[src/rtl/ser_arb_pkg.sv]
// Shared types and defaults for the serializer arbiter.
// The FSM state encoding and the id-width helper live here.
package ser_arb_pkg;

  localparam int unsigned DATA_W_DEF = 16;
  localparam int unsigned MOD_W_DEF  = 4;

  typedef enum logic [1:0] {
    IDLE      = 2'd0,
    ISSUE     = 2'd1,
    WAIT_BUSY = 2'd2,
    WAIT_DONE = 2'd3
  } state_t;

  // Index width for n requesters, never narrower than one bit
  function automatic int unsigned id_w(input int unsigned n);
    return (n > 1) ? $clog2(n) : 1;
  endfunction

endpackage

[src/rtl/ser_arbiter_rr_pick.sv]
// Combinational round-robin selector.
// Picks the first set request at or after the pointer, wrapping modulo N.
module rr_pick
  import ser_arb_pkg::*;
#(
  parameter int unsigned N   = 4,
  parameter int unsigned IDW = id_w(N)
) (
  input  logic [N-1:0]   req_i,
  input  logic [IDW-1:0] ptr_i,
  output logic [N-1:0]   gnt_o,
  output logic [IDW-1:0] idx_o,
  output logic           any_o
);

  always_comb begin
    logic [IDW-1:0] k;
    gnt_o = '0;
    idx_o = '0;
    any_o = 1'b0;
    k     = '0;
    for (int unsigned i = 0; i < N; i++) begin
      k = IDW'((32'(ptr_i) + i) % N);
      if (!any_o && req_i[k]) begin
        any_o    = 1'b1;
        idx_o    = k;
        gnt_o[k] = 1'b1;
      end
    end
  end

endmodule

[src/rtl/ser_arbiter.sv]
// Round-robin arbiter sharing one serializer between NUM_REQ word producers.
// Holds the issued word stable until the serializer drops busy; flags a serializer that never starts.
module ser_arbiter
  import ser_arb_pkg::*;
#(
  parameter int unsigned NUM_REQ       = 4,
  parameter int unsigned DATA_W        = DATA_W_DEF,
  parameter int unsigned MOD_W         = MOD_W_DEF,
  parameter int unsigned START_TIMEOUT = 4
) (
  input  logic                         clk_i,
  input  logic                         srst_i,
  input  logic [NUM_REQ*DATA_W-1:0]    req_data_i,
  input  logic [NUM_REQ*MOD_W-1:0]     req_mod_i,
  input  logic [NUM_REQ-1:0]           req_val_i,
  output logic [NUM_REQ-1:0]           req_ready_o,
  output logic [DATA_W-1:0]            ser_data_o,
  output logic [MOD_W-1:0]             ser_mod_o,
  output logic                         ser_val_o,
  input  logic                         ser_busy_i,
  output logic [$clog2(NUM_REQ)-1:0]   grant_id_o,
  output logic                         active_o,
  output logic                         err_o
);

  localparam int unsigned ID_W  = $clog2(NUM_REQ);
  localparam int unsigned CNT_W = 4;

  state_t              state_q, state_d;
  logic [ID_W-1:0]     ptr_q, ptr_d;
  logic [DATA_W-1:0]   data_q, data_d;
  logic [MOD_W-1:0]    mod_q, mod_d;
  logic                val_q, val_d;
  logic [ID_W-1:0]     gid_q, gid_d;
  logic                active_q, active_d;
  logic                err_q, err_d;
  logic [CNT_W-1:0]    cnt_q, cnt_d;

  logic [NUM_REQ-1:0]  pick_gnt;
  logic [ID_W-1:0]     pick_idx;
  logic                pick_any;
  logic [NUM_REQ-1:0]  ready_c;

  rr_pick #(
    .N   (NUM_REQ),
    .IDW (ID_W)
  ) u_rr_pick (
    .req_i (req_val_i),
    .ptr_i (ptr_q),
    .gnt_o (pick_gnt),
    .idx_o (pick_idx),
    .any_o (pick_any)
  );

  // Next-state, ready and payload capture
  always_comb begin
    state_d  = state_q;
    ptr_d    = ptr_q;
    data_d   = data_q;
    mod_d    = mod_q;
    gid_d    = gid_q;
    active_d = active_q;
    cnt_d    = cnt_q;
    val_d    = 1'b0;
    err_d    = 1'b0;
    ready_c  = '0;

    case (state_q)
      IDLE: begin
        if (!ser_busy_i && !srst_i && pick_any) ready_c = pick_gnt;
        if (|(req_val_i & ready_c)) begin
          data_d   = req_data_i[pick_idx*DATA_W +: DATA_W];
          mod_d    = req_mod_i[pick_idx*MOD_W +: MOD_W];
          gid_d    = pick_idx;
          ptr_d    = (pick_idx == ID_W'(NUM_REQ - 1)) ? '0 : pick_idx + ID_W'(1);
          val_d    = 1'b1;
          active_d = 1'b1;
          state_d  = ISSUE;
        end
      end
      ISSUE: begin
        cnt_d   = '0;
        state_d = WAIT_BUSY;
      end
      WAIT_BUSY: begin
        if (ser_busy_i) begin
          state_d = WAIT_DONE;
        end else if (cnt_q == CNT_W'(START_TIMEOUT - 1)) begin
          // Serializer never acknowledged the start pulse
          err_d    = 1'b1;
          active_d = 1'b0;
          state_d  = IDLE;
        end else begin
          cnt_d = cnt_q + CNT_W'(1);
        end
      end
      WAIT_DONE: begin
        if (!ser_busy_i) begin
          active_d = 1'b0;
          state_d  = IDLE;
        end
      end
      default: state_d = IDLE;
    endcase
  end

  always_ff @(posedge clk_i) begin
    if (srst_i) begin
      state_q  <= IDLE;
      ptr_q    <= '0;
      data_q   <= '0;
      mod_q    <= '0;
      val_q    <= 1'b0;
      gid_q    <= '0;
      active_q <= 1'b0;
      err_q    <= 1'b0;
      cnt_q    <= '0;
    end else begin
      state_q  <= state_d;
      ptr_q    <= ptr_d;
      data_q   <= data_d;
      mod_q    <= mod_d;
      val_q    <= val_d;
      gid_q    <= gid_d;
      active_q <= active_d;
      err_q    <= err_d;
      cnt_q    <= cnt_d;
    end
  end

  assign req_ready_o = ready_c;
  assign ser_data_o  = data_q;
  assign ser_mod_o   = mod_q;
  assign ser_val_o   = val_q;
  assign grant_id_o  = gid_q;
  assign active_o    = active_q;
  assign err_o       = err_q;

endmodule
[config.mk]
export PLATFORM = sky130hd
export DESIGN_NAME = ser_arbiter
export DESIGN_NICKNAME = d
export VERILOG_FILES = /design/src/rtl/ser_arb_pkg.sv /design/src/rtl/ser_arbiter_rr_pick.sv /design/src/rtl/ser_arbiter.sv
export SDC_FILE = /design/constraint.sdc
export NUM_CORES = 1
export LEC_CHECK = 0
export CAP_MARGIN = 0
export CORE_ASPECT_RATIO = 1.25
export CORE_MARGIN = 2
export CORE_UTILIZATION = 37
export DETAILED_ROUTE_END_ITERATION = 16
export PLACE_DENSITY = 0.84
export SETUP_SLACK_MARGIN = 0.2
export SKIP_LAST_GASP = 1
export SYNTH_ARGS = -nofsm -noshare
export SYNTH_HDL_FRONTEND = slang
export SYNTH_HIERARCHICAL = 1
export SYNTH_SLANG_ARGS = --single-unit
export TNS_END_PERCENT = 20
[constraint.sdc]
create_clock -name clk_i -period 2.8 [get_ports clk_i]
set_input_delay 0.42 -clock clk_i [delete_from_list [all_inputs] [get_ports clk_i]]
set_output_delay 0.42 -clock clk_i [all_outputs]
set_load 0.01 [all_outputs]
# Yosys cells after proc, flatten, opt, wreduce, memory -nomap -nowiden
# Index checks and enable logic that the tools add are counted.
word_totals:
  inputBits: 87
  memories: 0
  ff_bits: 33
  latch_bits: 0
  rom_bits: 0
  mem_bits_rw: 0
  out_inout_bits: 29
  elab_cells: 112
classes:
  eq_ne: 11
  multipliers: 0
  n_div: 0
  mux: 47
  n_bitwise: 6
  shift: 2
  addsub: 5
  magnitude_cmp: 8
  n_reduce_logical: 24
ops:
  columns: ["op", "count"]
  rows:
  - ["variable part select 64 x 7 -> 16 bit", 1]
  - ["two-way mux 4 bit", 9]
  - ["two-way mux 1 bit", 18]
  - ["two-way mux 2 bit", 9]
  - ["variable part select 16 x 5 -> 4 bit", 1]
  - ["< comparator 2 x 3 -> 1 bit (second input constant)", 4]
  - ["bitwise OR 4 bit", 3]
  - ["!= test 2 bit (second input constant)", 5]
  - ["logical AND 1 bit", 9]
  - ["binary-select mux 1 bit (select 2 bit)", 4]
  - ["demux 1 bit (select 2 bit)", 4]
  - ["greater-or-equal comparator 2 x 1 -> 1 bit (second input constant)", 4]
  - ["one-hot mux 2 bit (4 select lines)", 1]
  - ["one-hot mux 4 bit (2 select lines)", 1]
  - ["equality test 2 bit (second input constant)", 3]
  - ["AND reduction 3 bit", 2]
  - ["logical NOT 1 bit", 5]
  - ["AND reduction 5 bit", 1]
  - ["adder 2 x 1 -> 2 bit (second input constant)", 2]
  - ["adder 2 bit (second input constant)", 2]
  - ["adder 4 x 1 -> 4 bit (second input constant)", 1]
  - ["AND 4 bit", 1]
  - ["equality test 4 x 2 -> 1 bit (second input constant)", 1]
  - ["OR reduction 4 bit", 1]
  - ["10 further kinds", 11]

# Logic depth before layout (Yosys ltp)
depth:
  depth_word: 19
  mapped_depth: 14
  depth_no_buf: 11

# Modules after synthesis
# The synthesis kept the hierarchy.
by_module_without_submodules:
  columns: ["module", "seq_area_each_um2", "area_each_um2", "cells_each", "n_inst"]
  rows:
  - ["ser_arbiter", 660.6, 1886.8, 192, 1]
  - ["rr_pick", 0.0, 419.2, 45, 1]

# Worst setup path before layout
# Ideal clock, no wire load.
synth_timing:
  kind: "reg2reg"
  from: "register ptr_q[0]"
  to: "register data_q[11], in the netlist ser_data_o[11]"
  t_arrival_ns: 2.826
  path_stages_with_launch: 9
  required_time_ns: 2.668
  synth_period_minus_slack_ns: 2.958
  path_slack_ns: -0.158
  cell_sequence: "dfxtp_1 -> buf_6 -> mux4_2 -> clkbuf_1 -> o31ai_1 -> buf_4 -> mux4_2 -> nand2_1 -> a21oi_1"
synth_via:
  elab_cells_between_ends: 59
  classes_between: "add/sub (3); order compare (8); shift (1); mux (30); bitwise (4); reduce/logical (13)"
synth_lines:
  columns: ["element", "line", "source"]
  rows:
  - ["from (decl)", "ser_arbiter.sv:30", "logic [ID_W-1:0] ptr_q, ptr_d;"]
  - ["from (signal assigned)", "ser_arbiter.sv:120", "ptr_q <= ptr_d;"]
  - ["branches (longest 11 deep; another with adder 2 x 1 -> 2 bit)", null, null]
  - ["two-way mux 2 bit *", "ser_arbiter_rr_pick.sv:24", "if (!any_o && req_i[k]) begin"]
  - ["net pick_idx[0]", "ser_arbiter.sv:40", "logic [ID_W-1:0] pick_idx;"]
  - ["variable part select 64 x 7 -> 16 bit *", "ser_arbiter.sv:72", "data_d = req_data_i[pick_idx*DATA_W +: DATA_W];"]
  - ["to (signal assigned)", "ser_arbiter.sv:121", "data_q <= data_d;"]
  - ["to (decl)", "ser_arbiter.sv:31", "logic [DATA_W-1:0] data_q, data_d;"]
# Mark *: on every way through the listed nets, which the timed path passes. The select of a mux whose other input is x is not followed.
# A chain may end at the register's enable or synchronous reset.

# Final worst setup path
layout_timing:
  from: "register ptr_q[0]"
  to: "register state_q[0]"
layout_via:
  elab_cells_between_ends: 55
  classes_between: "add/sub (3); order compare (8); eq/ne (1); mux (26); bitwise (4); reduce/logical (13)"
layout_lines:
  columns: ["element", "line", "source"]
  rows:
  - ["branches (longest 11 deep; another with < comparator 2 x 3 -> 1 bit)", null, null]
  - ["two-way mux 4 bit *", "ser_arbiter_rr_pick.sv:24", null]
  - ["net pick_gnt[0]", "ser_arbiter.sv:39", "logic [NUM_REQ-1:0] pick_gnt;"]
  - ["two-way mux 4 bit *", "ser_arbiter.sv:70", "if (!ser_busy_i && !srst_i && pick_any) ready_c = pick_gnt;"]
  - ["two-way mux 4 bit *", "ser_arbiter.sv:68", "case (state_q)"]
  - ["AND 4 bit *", "ser_arbiter.sv:71", "if (|(req_val_i & ready_c)) begin"]
  - ["OR reduction 4 bit *", "ser_arbiter.sv:71", null]
  - ["!= test 2 bit (no source line) *", null, null]
  - ["AND reduction 3 bit (no source line) *", null, null]
  - ["to (signal assigned)", "ser_arbiter.sv:119", "state_q <= state_d;"]
  - ["to (decl)", "ser_arbiter.sv:29", "state_t state_q, state_d;"]
# Marked as above.

==> qor.csv <==
stage;metric;value;unit
status;status;complete, but fails checks;
status;violations;setup timing;
placed_design;gp_congestion;0.890;
synthesis;ys.flop_type;dfxtp_1;
detailed_routing;routed_wl;7.67;mm
grt;grt_pass1_vias;2482;
critical_path;cp_common_cell;buf_4;
synthesis;synthSimpleGateAreaFrac;17.7;%
synthesis;synth_edf_count;0;
timing;slew_headroom;74.5;%
synthesis;synth_top_area_share;28.6;%
clock_tree;cts_tree;built;
clock_tree;clockBufferDepth;2;
synthesis;synth.cell_area;2310;µm²
detailed_routing;vias;2516;
critical_path;crit_buf_inv;3;
timing;fin_crit_sh;107;%
die;die_area;6880;µm²
finish;utilization;67.1;%
die;initial_core_util;37.9;%
timing;final-max-slew-violation-count;0;
synthesis;yosysMostFrequentCell;nand2_1;
timing;period_minus_slack;2990;ps
clock_tree;clock_latency;280;ps
timing;fin_skew;1.76;ps
power;p_per_area;525;nW/µm²
clock_tree;clk_pin_slew;70;ps
detailed_routing;wl_per_cell;16.3;µm
timing;fmax;0.334;GHz
die;fp.dieW;74.6;µm
die;core_area;6090;µm²
die;io_pins;116;
power;power_switching;724;µW
synthesis;yosys-top-cells-count;nand2_1, dfxtp_1, a21oi_1;
synthesis;yosysUniqueCellTypes;46;
power;finalPower;2.14;mW
synthesis;synth_adder_area_share;5.97;%
synthesis;synth_top_family_by_area;multiplexers;
power;combPwrFrac;58.0;%
timing;final.setup.tns;-2350;ps
critical_path;startpoint_type;flip-flop;
critical_path;worst_ep_arrival_time;3160;ps
placed_design;placedCellCount;444;
grt;track_usage;21.6;%
grt;antenna_found_initial;0;
timing;tightest_slew;382;ps
hold_path;hold_path.class;reg2reg;
finish;fin_cells;471;
grt;grtUsageMet3;5.27;%
timing;finalSetupViolCount;29;
grt;grt_pass1_wl;11.5;mm
grt;grt-busiest-layer;met2;
critical_path;end_kind;flip-flop;
placed_design;io_buffers;115;
clock_tree;hold_buffers;0;
placed_design;dp_hpwl;5.51;mm
synthesis;synth_warnings;6;
flow_run;cap_violations;0;
timing;hold_viol_final;0;
detailed_routing;drt_iter0_markers;73;
critical_path;critPathMaxFanout;4;
power;p_leak;1.50;nW
detailed_routing;via_per_inst;5.34;
detailed_routing;drt_pass1_iterations;6;
clock_tree;htree_levels;2;
synthesis;synth_cells;237;
grt;grt_max_degree;35;
timing;rsz0062_at_grt;true;
clock_tree;root_buffer;clkbuf_8;
finish;diodes;0;
synthesis;async_flop_share;0;%
synthesis;synth_compound_area_share;15.5;%
critical_path;crit_family;multiplexers;
synthesis;synthMuxAreaShare;26.6;%
clock_tree;cts_inserted_buffers;5;
synthesis;synth_area_leader_cell;dfxtp_1;
clock_tree;cts.sinks;33;
critical_path;slowest_stage;mux4_2;
detailed_routing;ant_nets;0;
power;intPower;1.42;mW
grt;met1_usage;23.9;%
critical_path;path_cells;buf_12 -> mux4_2 -> nor4b_4 -> a22oi_1 -> o21ai_1 -> buf_4 -> a22o_4 -> o211ai_1 -> buf_4 -> a221oi_4 -> mux2_4;
timing;holdWs;456;ps
die;num_rows;32;
power;pwr-share-clk;16.0;%
synthesis;yosysSeqAreaShare;28.6;%
power;p_sw_share;33.8;%
synthesis;syn_nets;335;
synthesis;synthXorXnorAreaFrac;0.380;%
timing;setup_ws;-192;ps
synthesis;synth_area_leaders;dfxtp_1, mux4_2, nand2_1;
grt;overflow;0;
critical_path;cp.required;2970;ps
finish;drive_above_1_share;28.5;%
detailed_routing;drc;0;
grt;use_met2;39.5;%
finish;synthToLayoutAreaGrowth;77.0;%
synthesis;avgSynthCellArea;9.73;µm²
critical_path;slowest_delay;550;ps
finish;nets;483;
synthesis;ys_ff_latch;33;
critical_path;critPathKind;reg2reg;
die;die_h;92.3;µm
power;pwr-share-seq;26.0;%
power;ir_worst_vdd;0.286;mV
-- layout make-up --
cell class | count | area [µm²]
sequential | 33 | 668
clock inverter | 2 | 10.0
fill | 457 | 2000
inverter | 8 | 37.5
multi-input combinational | 181 | 1640
tap | 85 | 106
clock buffer | 6 | 72.6
timing repair buffer | 156 | 1540
-- cell families after synthesis --
logic type	Yosys count
compound gates	57
xor+xnor	1
fa+ha+maj	11
buf+inv	23
flops	33
mux	30
simple gates	82
-- tightest hold or removal path: cells and delay by family (launching register included) --
family             cells  cell delay [ps]
AOI/OAI and AO/OA      1               50
DFF                    1              310
and+or+nand+nor        1               50
-- metrics by stage --
stage / area (µm²) / setup WS, ps
CTS: 3900 / -90.5
global route: 4080 / -330
detailed placement: 3710 / -583
finish: 4080 / -192
floorplan: 2330 / -44.1
global placement: 3710 / -442
-- routing by layer --
| metal | vias to the layer above | share of wire [%] |
|---|---|---|
| li1 | 1175 | - |
| met1 | 1229 | 35 |
| met2 | 95 | 57 |
| met3 | 17 | 5.9 |
| met4 | 0 | 1.9 |
| met5 | - | 0 |
-- sequential cells by signal (all words and copies together) (netlist names) --
name,cells
ser_data_o,16
cnt_q,4
ser_mod_o,4
grant_id_o,2
ptr_q,2
state_q,2
active_o,1
err_o,1
ser_val_o,1
-- timing repair --
action | in CTS | in global routing
pin swaps | 8 | 8
gates cloned | 0 | 3
gates resized for setup | 30 | 25
hold endpoints to repair | 0 | 0
buffers inserted | 12 | 4
setup endpoints to repair | 32 | 32
-- final timing paths --
check	from	endpoint	slack, ps	cells after the start
max reg2reg	ptr_q[0]$_SDFFE_PP0P_	state_q[0]$_SDFFE_PP0P_	-190	11
min	ser_data_o[2]$_SDFFE_PP0P_	ser_data_o[2]$_SDFFE_PP0P_	460	2
min reg2reg	ser_data_o[2]$_SDFFE_PP0P_	ser_data_o[2]$_SDFFE_PP0P_	460	2
max	ptr_q[0]$_SDFFE_PP0P_	state_q[0]$_SDFFE_PP0P_	-190	11
-- power groups by stage --
stage | clock, mW | combinational, mW | sequential (mW)
after floorplan | 0 | 0.597 | 0.581
after global placement | 0 | 0.978 | 0.566
after detailed placement | 0 | 1.01 | 0.569
after CTS | 0.349 | 1.10 | 0.558
after global routing | 0.373 | 1.34 | 0.564
final | 0.342 | 1.24 | 0.558
-- layout by cell type, fill, tap and decap left out, types with 3 or more instances in the layout --
cell type,netlist,layout
buf_6,2,6
clkbuf_8,0,5
buf_2,3,4
mux4_2,22,24
ha_1,11,10
and2_1,4,4
clkdlybuf4s50_1,0,107
a21oi_2,0,4
dlygate4sd2_1,0,5
buf_4,4,28
o21ai_1,0,4
buf_12,0,4
a22oi_1,8,6
nand2_1,48,45
nand2_2,0,3
inv_1,7,5
dfxtp_1,33,31
nor2_1,9,8
a21oi_1,30,26
No activity file was read; power rests on OpenSTA's default activity.
